## config.mk

```make
export PLATFORM = sky130hd
export DESIGN_NAME = text_vga_renderer
export DESIGN_NICKNAME = d
export VERILOG_FILES = /design/src/rtl/text_vga_pkg.sv /design/src/rtl/vga_timing_gen.sv /design/src/rtl/text_vga_renderer.sv
export SDC_FILE = /design/constraint.sdc
export NUM_CORES = 1
export LEC_CHECK = 0
export ABC_AREA = 0
export BUFFER_PORTS_ARGS = -buffer_cell sky130_fd_sc_hd__buf_2
export CAP_MARGIN = 20
export CORE_AREA = 2 2 249 251
export DETAILED_ROUTE_END_ITERATION = 12
export DIE_AREA = 0 0 251 253
export SLEW_MARGIN = 40
export SYNTH_ARGS = -nofsm -noshare
export SYNTH_HDL_FRONTEND = slang
export SYNTH_SLANG_ARGS = --single-unit
```

## constraint.sdc

```tcl
create_clock -name clk_clk -period 3.8 [get_ports clk_clk]
set_input_delay 0.19 -clock clk_clk [delete_from_list [all_inputs] [get_ports clk_clk]]
set_output_delay 0.19 -clock clk_clk [all_outputs]
set_load 0.005 [all_outputs]
```

## src/rtl/text_vga_pkg.sv

```systemverilog
// ---------------------------------------------------------------------------
// text_vga_pkg
// Shared constants and types for the text-mode VGA scan-out block.
//   - 640x480@60 timing defaults (pixels / lines)
//   - glyph cell geometry (16x32, one 512-bit font word per glyph)
//   - screen geometry in cells, char memory base, cursor blink rate
//   - rgb_t : packed {R,G,B} colour
// Glyph geometry is fixed: the fetch pipeline forms the font bit index
// as {gy[4:0], gx[3:0]} directly, so GLYPH_W/GLYPH_H must stay 16/32.
// ---------------------------------------------------------------------------
package text_vga_pkg;

   localparam int VGA_H_ACTIVE = 640;
   localparam int VGA_H_FP     = 16;
   localparam int VGA_H_SYNC   = 96;
   localparam int VGA_H_BP     = 48;

   localparam int VGA_V_ACTIVE = 480;
   localparam int VGA_V_FP     = 10;
   localparam int VGA_V_SYNC   = 2;
   localparam int VGA_V_BP     = 33;

   localparam int GLYPH_W    = 16;
   localparam int GLYPH_H    = 32;
   localparam int GLYPH_BITS = GLYPH_W * GLYPH_H;

   localparam int COLS = VGA_H_ACTIVE / GLYPH_W;
   localparam int ROWS = VGA_V_ACTIVE / GLYPH_H;

   localparam logic [12:0] VGA_CHAR_BASE  = 13'd0;
   localparam int          VGA_BLINK_LOG2 = 5;

   typedef struct packed {
      logic [7:0] r;
      logic [7:0] g;
      logic [7:0] b;
   } rgb_t;

endpackage

```

## src/rtl/vga_timing_gen.sv

```systemverilog
// ---------------------------------------------------------------------------
// vga_timing_gen
// Raster counters and everything derived directly from them.
// Ports:
//   i_clk, i_rst_n   pixel clock, asynchronous active-low reset
//   o_col            character column (h / 16)
//   o_gx, o_gy       pixel position inside the current glyph cell
//   o_de             1 inside the active area
//   o_hsync/o_vsync  active-HIGH sync intervals (inverted at the pins)
//   o_frame_start    1 while the counters sit at (0,0); forced 0 in reset
//   o_row_base       cell index of column 0 of the current text row
//   o_blink          cursor blink phase (frame counter MSB)
// ---------------------------------------------------------------------------
module vga_timing_gen
   import text_vga_pkg::*;
#(
   parameter int H_ACTIVE   = VGA_H_ACTIVE,
   parameter int H_FP       = VGA_H_FP,
   parameter int H_SYNC     = VGA_H_SYNC,
   parameter int H_BP       = VGA_H_BP,
   parameter int V_ACTIVE   = VGA_V_ACTIVE,
   parameter int V_FP       = VGA_V_FP,
   parameter int V_SYNC     = VGA_V_SYNC,
   parameter int V_BP       = VGA_V_BP,
   parameter int BLINK_LOG2 = VGA_BLINK_LOG2
) (
   input  logic        i_clk,
   input  logic        i_rst_n,
   output logic [5:0]  o_col,
   output logic [3:0]  o_gx,
   output logic [4:0]  o_gy,
   output logic        o_de,
   output logic        o_hsync,
   output logic        o_vsync,
   output logic        o_frame_start,
   output logic [12:0] o_row_base,
   output logic        o_blink
);

   localparam int H_TOTAL = H_ACTIVE + H_FP + H_SYNC + H_BP;
   localparam int V_TOTAL = V_ACTIVE + V_FP + V_SYNC + V_BP;
   localparam int N_COLS  = H_ACTIVE / GLYPH_W;
   localparam int FCW     = BLINK_LOG2 + 1;

   logic [9:0]     r_h;
   logic [9:0]     r_v;
   logic [12:0]    r_row_base;
   logic [FCW-1:0] r_frame_cnt;
   logic           w_h_last;
   logic           w_v_last;

   assign w_h_last = (r_h == 10'(H_TOTAL - 1));
   assign w_v_last = (r_v == 10'(V_TOTAL - 1));

   // row_base is advanced by an adder instead of row*COLS so no multiplier
   // is needed; it steps when the last line of a glyph row ends.
   always_ff @(posedge i_clk or negedge i_rst_n) begin
      if (!i_rst_n) begin
         r_h         <= '0;
         r_v         <= '0;
         r_row_base  <= '0;
         r_frame_cnt <= '0;
      end else if (w_h_last) begin
         r_h <= '0;
         if (w_v_last) begin
            r_v         <= '0;
            r_row_base  <= '0;
            r_frame_cnt <= r_frame_cnt + FCW'(1);
         end else begin
            r_v <= r_v + 10'd1;
            if (r_v[4:0] == 5'(GLYPH_H - 1))
               r_row_base <= r_row_base + 13'(N_COLS);
         end
      end else begin
         r_h <= r_h + 10'd1;
      end
   end

   assign o_col      = r_h[9:4];
   assign o_gx       = r_h[3:0];
   assign o_gy       = r_v[4:0];
   assign o_row_base = r_row_base;
   assign o_blink    = r_frame_cnt[BLINK_LOG2];
   assign o_de       = (r_h < 10'(H_ACTIVE)) && (r_v < 10'(V_ACTIVE));
   assign o_hsync    = (r_h >= 10'(H_ACTIVE + H_FP)) &&
                       (r_h <  10'(H_ACTIVE + H_FP + H_SYNC));
   assign o_vsync    = (r_v >= 10'(V_ACTIVE + V_FP)) &&
                       (r_v <  10'(V_ACTIVE + V_FP + V_SYNC));
   // Counters idle at (0,0) during reset; gating with the reset keeps the
   // pulse quiet until the first real frame begins.
   assign o_frame_start = i_rst_n && (r_h == 10'd0) && (r_v == 10'd0);

endmodule

```

## src/rtl/text_vga_renderer.sv

```systemverilog
// ---------------------------------------------------------------------------
// text_vga_renderer
// Text-mode scan-out: char memory -> font memory -> pixel mux -> VGA DAC.
// Ports:
//   clk_clk, reset_reset_n        pixel clock, async active-low reset
//   char_rd_*                     char memory read port (1-cycle registered)
//   font_rd_*                     512-bit font memory read port (1-cycle)
//   cursor_addr, cursor_en        block cursor cell index / enable
//   fg_rgb, bg_rgb                colours, captured at frame_start
//   vga_r/g/b, vga_hs/vs,         DAC pins; syncs active low,
//   vga_blank_n, vga_sync_n       blank_n high only in the active area
//   frame_start                   pulse at counter (0,0)
// Latency from counter state to pins is 3 cycles:
//   S0 counters -> char address, S1 char data -> font address,
//   S2 font data -> pixel bit, S3 registered pins.
// ---------------------------------------------------------------------------
module text_vga_renderer
   import text_vga_pkg::*;
#(
   parameter int          H_ACTIVE   = VGA_H_ACTIVE,
   parameter int          H_FP       = VGA_H_FP,
   parameter int          H_SYNC     = VGA_H_SYNC,
   parameter int          H_BP       = VGA_H_BP,
   parameter int          V_ACTIVE   = VGA_V_ACTIVE,
   parameter int          V_FP       = VGA_V_FP,
   parameter int          V_SYNC     = VGA_V_SYNC,
   parameter int          V_BP       = VGA_V_BP,
   parameter logic [12:0] CHAR_BASE  = VGA_CHAR_BASE,
   parameter int          BLINK_LOG2 = VGA_BLINK_LOG2
) (
   input  logic                  clk_clk,
   input  logic                  reset_reset_n,
   output logic [12:0]           char_rd_address,
   output logic                  char_rd_chipselect,
   output logic                  char_rd_clken,
   output logic                  char_rd_write,
   input  logic [7:0]            char_rd_readdata,
   output logic [6:0]            font_rd_address,
   output logic                  font_rd_chipselect,
   output logic                  font_rd_clken,
   input  logic [GLYPH_BITS-1:0] font_rd_readdata,
   input  logic [12:0]           cursor_addr,
   input  logic                  cursor_en,
   input  logic [23:0]           fg_rgb,
   input  logic [23:0]           bg_rgb,
   output logic [7:0]            vga_r,
   output logic [7:0]            vga_g,
   output logic [7:0]            vga_b,
   output logic                  vga_hs,
   output logic                  vga_vs,
   output logic                  vga_blank_n,
   output logic                  vga_sync_n,
   output logic                  frame_start
);

   logic [5:0]  w_col;
   logic [3:0]  w_gx;
   logic [4:0]  w_gy;
   logic        w_de, w_hsync, w_vsync, w_frame_start, w_blink;
   logic [12:0] w_row_base;
   logic [12:0] w_cell;
   logic        w_hit;
   logic        w_bit;

   vga_timing_gen #(
      .H_ACTIVE(H_ACTIVE), .H_FP(H_FP), .H_SYNC(H_SYNC), .H_BP(H_BP),
      .V_ACTIVE(V_ACTIVE), .V_FP(V_FP), .V_SYNC(V_SYNC), .V_BP(V_BP),
      .BLINK_LOG2(BLINK_LOG2)
   ) u_timing (
      .i_clk         (clk_clk),
      .i_rst_n       (reset_reset_n),
      .o_col         (w_col),
      .o_gx          (w_gx),
      .o_gy          (w_gy),
      .o_de          (w_de),
      .o_hsync       (w_hsync),
      .o_vsync       (w_vsync),
      .o_frame_start (w_frame_start),
      .o_row_base    (w_row_base),
      .o_blink       (w_blink)
   );

   // S0: the address is issued every pixel, blanking included.
   assign w_cell          = w_row_base + {7'd0, w_col};
   assign char_rd_address = CHAR_BASE + w_cell;
   assign w_hit           = (w_cell == cursor_addr);

   assign char_rd_chipselect = 1'b1;
   assign char_rd_clken      = 1'b1;
   assign char_rd_write      = 1'b0;
   assign font_rd_chipselect = 1'b1;
   assign font_rd_clken      = 1'b1;
   assign vga_sync_n         = 1'b0;
   assign frame_start        = w_frame_start;

   // S1: char data arrives one cycle after its address.
   assign font_rd_address = char_rd_readdata[6:0];

   rgb_t       r_fg, r_bg, r_rgb;
   logic [3:0] r1_gx, r2_gx;
   logic [4:0] r1_gy, r2_gy;
   logic       r1_de, r1_hs, r1_vs, r1_cur;
   logic       r2_de, r2_hs, r2_vs, r2_cur, r2_inv;
   logic       r_hs_n, r_vs_n, r_blank_n;

   // Colours only change on frame boundaries so a frame never mixes palettes.
   always_ff @(posedge clk_clk or negedge reset_reset_n) begin
      if (!reset_reset_n) begin
         r_fg <= '0;
         r_bg <= '0;
      end else if (w_frame_start) begin
         r_fg <= fg_rgb;
         r_bg <= bg_rgb;
      end
   end

   // Syncs travel as active-high flags so cleared stages never pulse the pins.
   always_ff @(posedge clk_clk or negedge reset_reset_n) begin
      if (!reset_reset_n) begin
         r1_gx <= '0; r1_gy <= '0; r1_de <= 1'b0;
         r1_hs <= 1'b0; r1_vs <= 1'b0; r1_cur <= 1'b0;
         r2_gx <= '0; r2_gy <= '0; r2_de <= 1'b0;
         r2_hs <= 1'b0; r2_vs <= 1'b0; r2_cur <= 1'b0; r2_inv <= 1'b0;
         r_rgb <= '0; r_hs_n <= 1'b1; r_vs_n <= 1'b1; r_blank_n <= 1'b0;
      end else begin
         r1_gx  <= w_gx;
         r1_gy  <= w_gy;
         r1_de  <= w_de;
         r1_hs  <= w_hsync;
         r1_vs  <= w_vsync;
         r1_cur <= w_hit & cursor_en & w_blink;

         r2_gx  <= r1_gx;
         r2_gy  <= r1_gy;
         r2_de  <= r1_de;
         r2_hs  <= r1_hs;
         r2_vs  <= r1_vs;
         r2_cur <= r1_cur;
         r2_inv <= char_rd_readdata[7];

         r_rgb     <= r2_de ? (w_bit ? r_fg : r_bg) : '0;
         r_hs_n    <= ~r2_hs;
         r_vs_n    <= ~r2_vs;
         r_blank_n <= r2_de;
      end
   end

   // S2: inverse and cursor both XOR, so an inverse char under a visible
   // cursor reads as normal.
   assign w_bit = font_rd_readdata[{r2_gy, r2_gx}] ^ r2_inv ^ r2_cur;

   assign vga_r       = r_rgb.r;
   assign vga_g       = r_rgb.g;
   assign vga_b       = r_rgb.b;
   assign vga_hs      = r_hs_n;
   assign vga_vs      = r_vs_n;
   assign vga_blank_n = r_blank_n;

endmodule

```

==> flow_summary.toml <==
[yosys]
syn_inst = 900
synthAdderAreaFrac = 0.0119
synth_top_family_by_area = "multiplexers"
synthArstFlopShare = 1.00
synth_ff_type = "dfrtp_1"
yosysWarningCount = 0
synth_compound_area_frac = 0.0938
netlist_top_cells_area = "dfrtp_1, mux4_2, mux2i_1"
synthMuxAreaShare = 0.361
yosys.area.top_type = "dfrtp_1"
seq_area_frac_synth = 0.330
synth_cell_types = 65
synth_area_um2 = 10500
synth_area_per_cell_um2 = 11.6
synth_edf_count = 0
synthXorXnorAreaFrac = 0.0402
synth_top_area_frac = 0.325
synth-simple-area-share = 0.0935
ys_ff_latch = 138

[run_status]
status = "complete, no violations"

[worst_hold_path]
min_from = "fg_rgb[17]"
holdPathEnd = "r_fg[17]$_DFFE_PN0P_"
hp-class = "in -> reg"
min_path_cells = 2

[worst_setup_path]
slowest_stage = "dfrtp_4"
r2r_slack_ns = 0.24
crit_fanout = 25
worstReg2RegEnd = "vga_r[2]$_DFF_PN0_"
cp-end-kind = "register"
cp_cell_sequence = "buf_12 -> buf_4 -> mux2i_1 -> o211ai_1 -> o32ai_1 -> nor4b_1 -> buf_4 -> nor2_1 -> o211ai_1 -> o211ai_2 -> xnor2_4 -> buf_12 -> mux2i_1"
critPathKind = "reg -> reg"
crit_path_max_incr_delay_ns = 0.53
regToRegStartpoint = "r2_gx[0]$_DFF_PN0_"
crit_family = "compound AO/OA/AOI/OAI gates"
cp.required_ns = 4.14
rr_worst_depth = 13
crit_path_start_kind = "register"
worstPathArrival_ns = 3.90
path_buf_inv = 4

[sta]
fmax_mhz = 281
min_period_over_period = 0.936
maxSlewHeadroom = 0.455
setup_viol = 0
final.setup.tns_ns = 0
tightest_slew_ns = 0.817
hold_violations = 0
skew_ns = 0.0156
rsz0062_at_grt = "false"
fin_crit_ns = 3.56
slew_viol_final = 0

[floorplanning]
die_h_um = 253
initial_core_util = 0.172
num_rows = 91
dieWidth_um = 251
die_area_um2 = 63500
num_io_pins = 638
core-area_um2 = 61000

[placed_design]
place_congestion = 0.860
io_buffers = 617
dp_cells = 2271
place_hpwl_um = 42800

[layout]
fin_cells = 2359
nNetsFinal = 2146
fillers = 6486
seq_area_um2 = 3460
drive_gt1_frac = 0.535
syn_to_final_growth_pct = 48.2
multi_input_area_um2 = 6360

[drt]
wl_met3_um = 3690
postRouteAntennaNets = 0
top_layer_used = "met4"
via_count = 10500
met2WireLength_um = 27100
drc = 0
via_per_inst = 4.47
routed_wl_um = 52100
drtPass1Iterations = 5
wl_per_cell_um = 22.1
met1_length_um = 20200
drt_iter0_drc = 833

[clock_tree]
cts_tree = "yes"
clock-root-buffer = "clkbuf_16"
clkTransAtPathRegs_ns = 0.06
numCtsBuffers = 17
clockBufferDepth = 2
clk_latency_ns = 0.44
cts_sinks = 138
cts_max_level = 4

[power]
power.total_mw = 3.82
cellLeakagePower_nw = 8.03
power.density_nw_per_um2 = 246
vdd_drop_max_uv = 302

[grt]
grt_max_degree = 71
grt_pass1_vias = 11100
grt_usage = 0.156
antenna_found_initial = 11
grt_overflow = 0
grt_pass1_wl_um = 72200

[run]
drv_cap = 0
[synth_stat cells (11+ instances only)]
cell and n:
o21ai_0 18, mux4_2 65, clkbuf_1 22, inv_1 13, buf_6 11, mux2_2 51
nand2_1 84, nand3_1 16, xor2_1 20, o221ai_1 33, a21oi_1 22, mux4_1 21
buf_2 11, nor3_1 18, nor2_1 42, o211ai_1 13, o22ai_1 21, mux2i_1 119
xnor2_1 25, buf_4 19, dfrtp_1 136
[worst max-delay path by stage]
stage | from | end | slack [ns] | cells after the start
global route | r2_gy[2]$_DFF_PN0_ | vga_r[5]$_DFF_PN0_ | 0.003 | 11
CTS | r2_gx[0]$_DFF_PN0_ | vga_b[0]$_DFF_PN0_ | 0.006 | 13
global placement | r2_gy[2]$_DFF_PN0_ | vga_b[0]$_DFF_PN0_ | -0.21 | 11
floorplan | r2_gx[0]$_DFF_PN0_ | vga_b[3]$_DFF_PN0_ | 1.05 | 10
detailed placement | r2_gx[0]$_DFF_PN0_ | vga_b[0]$_DFF_PN0_ | -0.14 | 13
finish | r2_gx[0]$_DFF_PN0_ | vga_r[2]$_DFF_PN0_ | 0.24 | 13
[cell type report]
type | instances | area share
antenna | 4 | 0.000644
clock buffer | 19 | 0.0285
clock inverter | 13 | 0.00781
inverter | 14 | 0.00338
multi-input combinational | 665 | 0.410
sequential | 138 | 0.223
tap | 790 | 0.0636
timing repair buffer | 716 | 0.263
[placed cells by master, fill, tap and decap left out, types with 15 or more instances in the layout]
master	synthesis	final
xnor2_1	25	25
o221ai_1	33	33
mux4_2	65	65
buf_2	11	616
mux2i_1	119	118
nand2_1	84	83
buf_4	19	38
o22ai_1	21	20
nand3_1	16	15
mux2_2	51	51
nor2_1	42	42
nor3_1	18	16
dfrtp_1	136	133
dlygate4sd3_1	4	49
o21ai_0	18	18
xor2_1	20	20
a21oi_1	22	22
clkbuf_16	0	17
mux4_1	21	21
[through the flow]
stage	hold WS [ns]	area, um^2	setup slack (ns)	utilization
CTS	0.000966	15500	0.00593	0.254
finish	0.0223	15500	0.243	0.255
detailed placement	0.307	14400	-0.142	0.236
global route	0.00666	15500	0.00290	0.255
global placement	0.307	14400	-0.207	0.236
floorplan	-0.106	10500	1.05	-
[layer usage]
| metal | global-route usage | vias up |
|---|---|---|
| met5 | 0 | - |
| met4 | 0.0457 | 0 |
| met3 | 0.0310 | 60 |
| met2 | 0.288 | 510 |
| met1 | 0.182 | 5188 |
| li1 | - | 4775 |
[state kept, by name (all words and copies together) (netlist names), 4 cells and up]
register and flops:
vga_g 8, r_fg 24, u_timing.r_h 10, u_timing.r_frame_cnt 6, r_bg 24, u_timing.o_row_base 10, r2_gy 5, r2_gx 4
vga_r 8, r1_gx 4, vga_b 8, u_timing.r_v 10, r1_gy 5
[where the power goes]
group | internal, mW | total [mW] | switching [mW]
sequential | 1.52 | 1.54 | 0.0208
combinational | 0.421 | 0.706 | 0.285
clock | 0.917 | 1.57 | 0.657
total | 2.86 | 3.82 | 0.963
[kinds of logic after synthesis]
group                    after synthesis
XOR/XNOR                              46
multiplexers                         256
other                                  2
AO/OA/AOI/OAI                        138
buffers and inverters                101
AND/OR/NAND/NOR                      209
adder cells (fa/ha/maj)               10
flip-flops                           138
[timing repair]
action / 4_1_cts / 5_1_grt
endpoints found under the setup margin: 24 / 24
pin swaps: 1 / 1
setup buffers: 0 / 3
gates resized for setup: 5 / 0
hold buffers: 49 / 0
endpoints found under the hold margin: 116 / 0
(Power assumes the default switching activity.)
